## src/rtl/csr_perf_counters_pkg.sv

```systemverilog
// csr_perf_counters_pkg: shared CSR addresses, counter indices and HPM event order for the perf-counter bank.
package csr_perf_counters_pkg;
  localparam int FRONTEND_WIDTH = 4;
  localparam logic [11:0] CSR_MCOUNTINHIBIT = 12'h320;
  localparam logic [11:0] CSR_H_OFFSET = 12'h080;
  localparam int IDX_CYCLE = 0;
  localparam int IDX_TIME = 1;
  localparam int IDX_INSTRET = 2;
  localparam int IDX_HPM_BASE = 3;
  typedef enum logic [11:0] {
    CSR_MCYCLE       = 12'hB00,
    CSR_MINSTRET     = 12'hB02,
    CSR_MHPMCOUNTER3 = 12'hB03,
    CSR_MCYCLEH      = 12'hB80,
    CSR_MINSTRETH    = 12'hB82,
    CSR_MHPMCOUNTER3H = 12'hB83,
    CSR_CYCLE        = 12'hC00,
    CSR_TIME         = 12'hC01,
    CSR_INSTRET      = 12'hC02,
    CSR_HPMCOUNTER3  = 12'hC03
  } csr_reg_t;
  typedef enum logic [4:0] {
    EV_ICACHE_MISS   = 5'd3,
    EV_DCACHE_MISS   = 5'd4,
    EV_ITLB_MISS     = 5'd5,
    EV_DTLB_MISS     = 5'd6,
    EV_LOAD          = 5'd7,
    EV_STORE         = 5'd8,
    EV_EXCEPTION     = 5'd9,
    EV_EXCEPTION_RET = 5'd10,
    EV_BRANCH        = 5'd11,
    EV_BRANCH_MISS   = 5'd12,
    EV_CALL          = 5'd13,
    EV_RETURN        = 5'd14,
    EV_MSB_FULL      = 5'd15,
    EV_IF_EMPTY      = 5'd16
  } hpm_event_t;
endpackage

```

## src/rtl/csr_perf_counters_perf_counter.sv

```systemverilog
// perf_counter: one counter with inhibit, multi-step increment and split-half CSR write; a write beats the increment.
module perf_counter #(
  parameter int XLEN = 32,
  parameter int CNT_WIDTH = 64,
  parameter int INC_WIDTH = 3
) (
  input  logic                 clk,
  input  logic                 reset_n,
  input  logic                 inhibit,
  input  logic [INC_WIDTH-1:0] inc,
  input  logic                 we_lo,
  input  logic                 we_hi,
  input  logic [XLEN-1:0]      wdata,
  output logic [CNT_WIDTH-1:0] value
);
  localparam int LW = XLEN < CNT_WIDTH ? XLEN : CNT_WIDTH;
  logic [CNT_WIDTH-1:0] wr_val;
  always_comb begin
    wr_val = value;
    if (we_lo) wr_val[LW-1:0] = wdata[LW-1:0];
    if (we_hi) wr_val[CNT_WIDTH-1:32] = wdata[CNT_WIDTH-33:0];
  end
  always_ff @(posedge clk or negedge reset_n)
    if (!reset_n) value <= '0;
    else value <= (we_lo || we_hi) ? wr_val : inhibit ? value : value + CNT_WIDTH'(inc);
endmodule

```

## src/rtl/csr_perf_counters.sv

```systemverilog
// csr_perf_counters: mcycle/minstret/HPM counter bank behind CSRs B00-B9F, C00-C9F and mcountinhibit.
// Define HPM_COUNTERS_EN to build HPM counters 3..NB_HPM+2; otherwise indices 3..31 read 0.
module csr_perf_counters
  import csr_perf_counters_pkg::*;
#(
  parameter int XLEN = 32,
  parameter int CNT_WIDTH = 64,
  parameter int NB_HPM = 14,
  parameter int INC_WIDTH = $clog2(FRONTEND_WIDTH + 1)
) (
  input  logic                        clk,
  input  logic                        reset_n,
  input  logic [INC_WIDTH-1:0]        retire_cnt_i,
  input  logic [NB_HPM*INC_WIDTH-1:0] event_cnt_i,
  input  logic                        csr_req_i,
  input  logic                        csr_we_i,
  input  logic [11:0]                 csr_addr_i,
  input  logic [XLEN-1:0]             csr_wdata_i,
  input  logic                        priv_user_i,
  input  logic [31:0]                 mcounteren_i,
  output logic                        csr_rvalid_o,
  output logic [XLEN-1:0]             csr_rdata_o,
  output logic                        csr_illegal_o
);
`ifdef HPM_COUNTERS_EN
  localparam int HPM_LAST = IDX_HPM_BASE + NB_HPM - 1;
  localparam int LAST_IDX = HPM_LAST;
  localparam logic [63:0] HPM_BITS = (64'd1 << (NB_HPM + IDX_HPM_BASE)) - 64'd1;
  localparam logic [31:0] INH_MASK = HPM_BITS[31:0] & ~(32'd1 << IDX_TIME);
`else
  localparam int HPM_LAST = IDX_HPM_BASE - 1;
  localparam int LAST_IDX = 31;
  localparam logic [31:0] INH_MASK = (32'd1 << IDX_CYCLE) | (32'd1 << IDX_INSTRET);
  logic unused_events;
  assign unused_events = ^event_cnt_i;
`endif
  logic [4:0] idx;
  logic is_inh, is_b, is_c, is_h, impl, illegal, wr_ok;
  logic [31:0] inhibit_q;
  logic [CNT_WIDTH-1:0] cnt [32];
  logic [63:0] cur;
  logic [XLEN-1:0] rd_val;
  assign idx = csr_addr_i[4:0];
  assign is_inh = csr_addr_i == CSR_MCOUNTINHIBIT;
  assign is_h = (csr_addr_i & CSR_H_OFFSET) != 12'd0;
  assign is_b = csr_addr_i[11:8] == 4'hB && csr_addr_i[6:5] == 2'b00;
  assign is_c = csr_addr_i[11:8] == 4'hC && csr_addr_i[6:5] == 2'b00;
  assign impl = idx != 5'(IDX_TIME) && {1'b0, idx} <= 6'(LAST_IDX);
  assign illegal = is_inh ? priv_user_i
                 : !(is_b || is_c) || !impl || (is_c && csr_we_i) || (is_h && XLEN == 64)
                   || (is_b && priv_user_i) || (is_c && priv_user_i && !mcounteren_i[idx]);
  assign wr_ok = csr_req_i && csr_we_i && !illegal;
  assign cur = 64'(cnt[idx]);
  assign rd_val = is_inh ? XLEN'(inhibit_q) : is_h ? XLEN'(cur[63:32]) : cur[XLEN-1:0];
  for (genvar i = 0; i < 32; i++) begin : g_cnt
    if (i == IDX_CYCLE || i == IDX_INSTRET || (i >= IDX_HPM_BASE && i <= HPM_LAST)) begin : g_on
      logic [INC_WIDTH-1:0] inc;
      if (i == IDX_CYCLE) begin : g_cyc
        assign inc = INC_WIDTH'(1);
      end else if (i == IDX_INSTRET) begin : g_ret
        assign inc = retire_cnt_i;
      end else begin : g_hpm
        assign inc = event_cnt_i[(i - IDX_HPM_BASE) * INC_WIDTH +: INC_WIDTH];
      end
      perf_counter #(.XLEN(XLEN), .CNT_WIDTH(CNT_WIDTH), .INC_WIDTH(INC_WIDTH)) u_cnt (
        .clk(clk),
        .reset_n(reset_n),
        .inhibit(inhibit_q[i]),
        .inc(inc),
        .we_lo(wr_ok && is_b && !is_h && idx == 5'(i)),
        .we_hi(wr_ok && is_b && is_h && idx == 5'(i)),
        .wdata(csr_wdata_i),
        .value(cnt[i])
      );
    end else begin : g_off
      assign cnt[i] = '0;
    end
  end
  always_ff @(posedge clk or negedge reset_n)
    if (!reset_n) inhibit_q <= '0;
    else if (wr_ok && is_inh) inhibit_q <= csr_wdata_i[31:0] & INH_MASK;
  always_ff @(posedge clk or negedge reset_n)
    if (!reset_n) begin
      csr_rvalid_o <= 1'b0;
      csr_illegal_o <= 1'b0;
      csr_rdata_o <= '0;
    end else begin
      csr_rvalid_o <= csr_req_i;
      csr_illegal_o <= csr_req_i && illegal;
      csr_rdata_o <= (csr_req_i && !illegal) ? rd_val : '0;
    end
endmodule

```

## config.mk

```make
export PLATFORM = sky130hd
export DESIGN_NAME = csr_perf_counters
export DESIGN_NICKNAME = d
export VERILOG_FILES = /design/src/rtl/csr_perf_counters_pkg.sv /design/src/rtl/csr_perf_counters_perf_counter.sv /design/src/rtl/csr_perf_counters.sv
export SDC_FILE = /design/constraint.sdc
export NUM_CORES = 1
export LEC_CHECK = 0
export CORE_AREA = 5 5 139 141
export DETAILED_ROUTE_END_ITERATION = 6
export DIE_AREA = 0 0 144 146
export PLACE_DENSITY_LB_ADDON = 0.12
export SLEW_MARGIN = 15
export SYNTH_ARGS = -nofsm -noshare
export SYNTH_HDL_FRONTEND = slang
export SYNTH_SLANG_ARGS = --single-unit
```

## constraint.sdc

```tcl
create_clock -name clk -period 8.04 [get_ports clk]
set_input_delay 2.01 -clock clk [delete_from_list [all_inputs] [get_ports clk]]
set_output_delay 2.01 -clock clk [all_outputs]
set_load 0.005 [all_outputs]
```

* After elaboration in Yosys (flattened, before gate mapping)
Index checks and enable logic that the tools add are counted.
** Cells by class
- $lt $le $gt $ge :: 2
- Add/subtract/negate cells :: 2
- Equal/unequal tests :: 11
- Bitwise logic cells :: 1
- Multiplexer cells :: 17
- Reduce and logical (&&, ||, !) cells :: 36
** Operators by type and width (count)
- two-way mux 64 bit :: 6
- binary-select mux 64 bit (select 5 bit) :: 1
- two-way mux 32 bit :: 7
- adder 64 x 1 -> 64 bit (second input constant) :: 1
- adder 64 x 3 -> 64 bit :: 1
- logical AND 1 bit :: 18
- equality test 12 x 10 -> 1 bit (second input constant) :: 1
- equality test 4 bit (second input constant) :: 2
- inequality test 2 bit (second input constant) :: 4
- AND reduction 2 bit :: 4
- logical OR 1 bit :: 7
- greater-or-equal comparator 6 bit (second input constant) :: 1
- < comparator 5 x 6 -> 1 bit (second input constant) :: 1
- NOT 5 -> 6 bit :: 1
- binary-select mux 1 bit (select 5 bit) :: 1
- equality test 5 x 2 -> 1 bit (second input constant) :: 1
- logical NOT 1 bit :: 5
- logical NOT 5 bit :: 1
- inequality test 5 x 1 -> 1 bit (second input constant) :: 1
- inequality test 2 x 1 -> 1 bit (second input constant) :: 2
- logical NOT 2 bit :: 1
- two-way mux 1 bit :: 2
** Word-level totals
- Output and inout bits :: 34
- Word-level logic and storage cells :: 77
- Bits in registers :: 164

* Longest topological paths before layout
- Word-level depth :: 17
- Mapped depth :: 11
- Gate-level depth less buffers :: 10

* Modules after synthesis
From an unflattened synthesis, not the netlist that was laid out.
** Unflattened totals
- Cells, all modules :: 1123
- Area total of the unflattened synthesis :: 10477.5 um2
** By module, submodules not included
- perf_counter :: cells each 466, area each 3995.1 um2, times used 2, seq. area each 1601.5 um2
- csr_perf_counters :: cells each 191, area each 2487.4 um2, times used 1, seq. area each 900.9 um2

* Worst setup path before layout
Ideal clock, no wire load.
- Kind :: in2reg
- From :: in csr_addr_i[7]
- To :: reg csr_rdata_o[10]
- Arrival time :: 4.097 ns
- Stages on the path :: 8
- Required time :: 7.967 ns
- Buffers on the path :: 3
- Slack :: 3.870 ns
- Path through :: buf_2 > or4b_1 > nor3_2 > o2bb2ai_1 > or4_1 > buf_2 > buf_2 > nor2b_1
** Between the ends
- Longest elaborated chain between the ends :: 5
- Elaborated cells on any way between the ends :: 7
** RTL lines
- start: declaration :: line csr_perf_counters.sv:17 : input logic [11:0] csr_addr_i,
- equality test 12 x 10 -> 1 bit :: line csr_perf_counters.sv:44 : assign is_inh = csr_addr_i == CSR_MCOUNTINHIBIT;
- two-way mux 1 bit :: line csr_perf_counters.sv:49 : assign illegal = is_inh ? priv_user_i
- logical NOT 1 bit :: line csr_perf_counters.sv:90 : csr_rdata_o <= (csr_req_i && !illegal) ? rd_val : '0;
- logical AND 1 bit :: line csr_perf_counters.sv:90
- two-way mux 32 bit * :: line csr_perf_counters.sv:90
- end signal: assignment :: line csr_perf_counters.sv:90
- end: declaration :: line csr_perf_counters.sv:22 : output logic [XLEN-1:0] csr_rdata_o,
Mark *: on every way between the ends. The rest lies on a longest branch, timed or not.
A chain may end at the register's enable or synchronous reset.

* Worst setup path after layout
- From :: in csr_addr_i[0]
- To :: reg csr_rdata_o[23]
** Between the ends
- Longest elaborated chain between the ends :: 10
- Elaborated cells on any way between the ends :: 21
** RTL lines (line)
- parallel branches: the longest is 9 deep, another holds binary-select mux 1 bit (select 5 bit)
- two-way mux 32 bit * :: csr_perf_counters.sv:90
Every way passes the cells marked *. The select of a mux whose other input is x is not followed.

==> summary.txt <==
Route
  – Number of nets with antenna violations after detailed routing: 0
  – Detailed Routing Iterations Pass 1: 7
  – Via count normalized by instance count: 7.25
  – Total vias in the final route: 10800
  – Number of remaining DRC errors: 12
  – Wirelength per Cell: roughly 26 um
  – Initial DRC Count: around 1700
  – Routed WL: slightly below 40 mm

Synth
  – Share of the synthesized area in compound gates (AO/OA/AOI/OAI): 19.9%
  – Number of distinct library cells after synthesis: between 70 and 80
  – Async SR Flop Fraction: between 90% and 100%
  – Part of the Yosys area used for sequential elements: 39.4%
  – Flip-flop cell with the highest count after synthesis: dfrtp_1
  – Net count after synthesis: 1298
  – Synthesized-area fraction occupied by adder cells: less than 1%
  – Mean cell area of the mapped netlist: 8.92 sq um
  – Synth Area in Simple Gates: between 20% and 30%
  – Combinational family with the most area after synthesis: simple AND/OR/NAND/NOR gates
  – Share of the synthesized netlist area taken by xor and xnor gates: 0.168%
  – Number of flops mapped to enable cells by yosys: 0
  – Number of cells produced by synthesis: roughly 1200
  – Syn Std Cell Area: 10400 sq um
  – Number of flip-flops and latches in the synthesized netlist: roughly 160
  – Multiplexer share of the synthesized area: ~9%
  – Count of warnings emitted by yosys: 0

Floorplan
  – Count of standard-cell rows: 49
  – Total core area: 17800 sq um
  – Starting density of the core: roughly three fifths
  – Num ports: 160
  – Die extent in y: about 150 um
  – Horizontal die dimension: roughly 140 um
  – Full die area: about 21000 sq um

Pwr
  – Worst VDD drop: 0.179 mV
  – Cell area power density: 184 nW/um^2
  – Leakage: 4.86 nW
  – Total Power: about 2.3 mW

Timing
  – Tcrit/Tclk final: between 60% and 70%
  – Fin. Hold Viols: 0
  – Setup repair after global routing missed its margin: false
  – Headroom to the max-slew limit: 20.4%
  – Hold_ws: about 0.52 ns
  – Worst slew pin tran: around 1.2 ns
  – Post-Route Setup TNS: 0 ns
  – Period minus WS final: ~5.6 ns
  – Worst clock skew: 0.00852 ns
  – Final count of negative-setup-slack endpoints: 0
  – PnR worst setup slack: 2.45 ns
  – Count of final max-slew check failures: 0
  – Maximum operating frequency: 179 MHz

Worst setup path
  – Nature of the critical path startpoint: input pin
  – Critical Path AT: 5.93 ns
  – Launch instance of the worst register-to-register path: g_cnt[0].g_on.u_cnt.value[10]
  – Crit path from: csr_addr_i[0]
  – Type of the worst setup path: input pin to flip-flop
  – Reg2reg setup slack: roughly 4.6 ns
  – R2r worst-path depth: 7
  – Data required time at the worst endpoint: 8.38 ns
  – Worst-path fanout max: 19
  – Endpoint class of the critical path: flip-flop

Layout
  – Area occupied by registers: 4100 sq um
  – Most common cell after layout, fill and taps aside: dfrtp_1
  – Fraction of final layout cells with drive strength greater than 1: 10.7%
  – Post-route non-filler standard cell count: between 1000 and 1500
  – Layout-stage area growth over the synthesis result: 18.8%
  – Fill cell instance count of the final layout: about 1400
  – Multi-input gate area in the final layout: about 6000 sq um
  – Most frequent cells in the layout: 164 x dfrtp_1, 155 x nor2_1, 114 x clkdlybuf4s50_1, 91 x a21oi_1, 81 x nand2_1
  – Total Nets Final: between 1000 and 1500

Placement
  – Hpwl dp: between 20 and 30 mm
  – Number of placed cells counting well taps: about 1500
  – Setup slack at placement: a little over 2 ns
  – Port-buffer cells: about 120
  – Final RePlAce weighted congestion: approximately 0.99

Run status
  – Violations in the final reports: DRC
  – Outcome: finished, violations left

Clocking
  – CTS tree: yes
  – Post-CTS setup buffer count: 0
  – Hold bufs inserted after CTS: 0
  – Maximum level of the CTS H-tree: 4
  – Count of cells resized by post-cts repair: 0
  – Clock buffer count from CTS: 17
  – Number of clock sinks: about 160
  – Root buffer cell: clkbuf_16
  – Clock input transition at the sequential cells of the worst setup and hold paths: 0.07 ns
  – Clock Latency Late Sink: 0.44 ns
  – Clock Tree Buf Depth: 2

GRT
  – Wire length of the first global-routing pass: approximately 60 mm
  – Number of antenna violations at the first check in global routing: 1
  – Overall fraction of global-route tracks in use: about 37%
  – Total gr overflow: 0
  – Maximum number of pins on one net before global-route repair: 80
  – Via count of the first global-routing pass: 10400

Worst hold path
  – Worst Hold Launch: g_cnt[0].g_on.u_cnt.value[63]
  – Worst hold path class: flip-flop to flip-flop
  – Instance count along the most critical hold path: 1

Job
  – Max-cap check violation count: 0
-- power breakdown --
part | switching, mW | internal (mW) | total, mW | leakage (nW)
Clock | 0.360 | 0.591 | 0.951 | 0.316
Combinational | 0.203 | 0.174 | 0.377 | 2.46
Sequential | 0.0679 | 0.876 | 0.943 | 2.09
Total | 0.632 | 1.64 | 2.27 | 4.86
-- Yosys cell counts, drive strengths merged (6+ instances only) --
| cell type | count | area (sq um) |
|---|---|---|
| dfrtp | 164 | 4100 |
| nor2 | 156 | 586 |
| a21oi | 91 | 455 |
| nand2 | 83 | 312 |
| nor3 | 57 | 305 |
| clkbuf | 56 | 211 |
| o21ai | 55 | 275 |
| nand3 | 48 | 258 |
| mux4 | 36 | 811 |
| a211oi | 33 | 248 |
| inv | 32 | 120 |
| nand4 | 29 | 196 |
| a311oi | 26 | 228 |
| and3 | 26 | 163 |
| o22ai | 25 | 156 |
| nor4 | 22 | 165 |
| buf | 21 | 103 |
| nor2b | 20 | 125 |
| o32ai | 15 | 131 |
| nor4b | 14 | 123 |
| and2 | 13 | 81.3 |
| or4 | 13 | 101 |
| and4 | 12 | 108 |
| o221a | 11 | 124 |
| nand2b | 10 | 62.6 |
| o31ai | 10 | 75.1 |
| mux2 | 8 | 90.1 |
| a31oi | 7 | 43.8 |
| or3 | 6 | 42.5 |
-- logic make-up (layout without fill, tap and decap cells) --
kind of cell | count (synthesis) | in the layout
other | 0 | 1
adder cells (fa/ha/maj) | 5 | 5
flip-flops | 164 | 164
buffers and inverters | 109 | 200
multiplexers | 47 | 47
AND/OR/NAND/NOR | 528 | 528
XOR/XNOR | 2 | 2
AO/OA/AOI/OAI | 312 | 312
-- cell type report --
cell class              instances  area share (%)
flip-flops and latches        164            33.2
multi-input cells             894            47.6
clock inverters                13            1.85
clock buffers                  19            3.58
repair buffers                136            10.5
well taps                     229            2.31
diodes                          1          0.0202
inverters                      32           0.970
-- registers in the layout, summed over array words and instances, names as in the netlist --
register,flops
inhibit_q,2
csr_rdata_o,32
csr_rvalid_o,1
g_cnt.g_on.u_cnt.value,128
csr_illegal_o,1
-- through the flow --
stage | util (%) | instance area, sq um
floorplan | - | 10400
global placement | 65.6 | 11700
detailed placement | 65.6 | 11700
CTS | 69.3 | 12400
global route | 69.4 | 12400
finish | 69.4 | 12400
-- final timing paths --
kind,to
setup / recovery,csr_rdata_o[23]
hold / removal,g_cnt[0].g_on.u_cnt.value[63]
setup reg to reg,g_cnt[0].g_on.u_cnt.value[57]
hold reg to reg,g_cnt[0].g_on.u_cnt.value[63]
max in group asynchronous,g_cnt[0].g_on.u_cnt.value[27]
min in group asynchronous,csr_rdata_o[10]
-- per-layer routing --
metal | up-vias | track usage, % | wire length [um]
met5 | - | 0 | 7
met4 | 2 | 15.5 | 1720
met3 | 155 | 10.3 | 5470
met2 | 906 | 52.8 | 17100
met1 | 5123 | 52.5 | 14400
li1 | 4601 | - | -
-- critical path, stage by stage --
cell and delay [ns]:
clkdlybuf4s50_1 0.61, or4_1 0.63, nor3_2 0.81, o2bb2ai_1 0.59
or4_1 0.97, nor2b_1 0.30
Power figures use the tool's default switching activity.
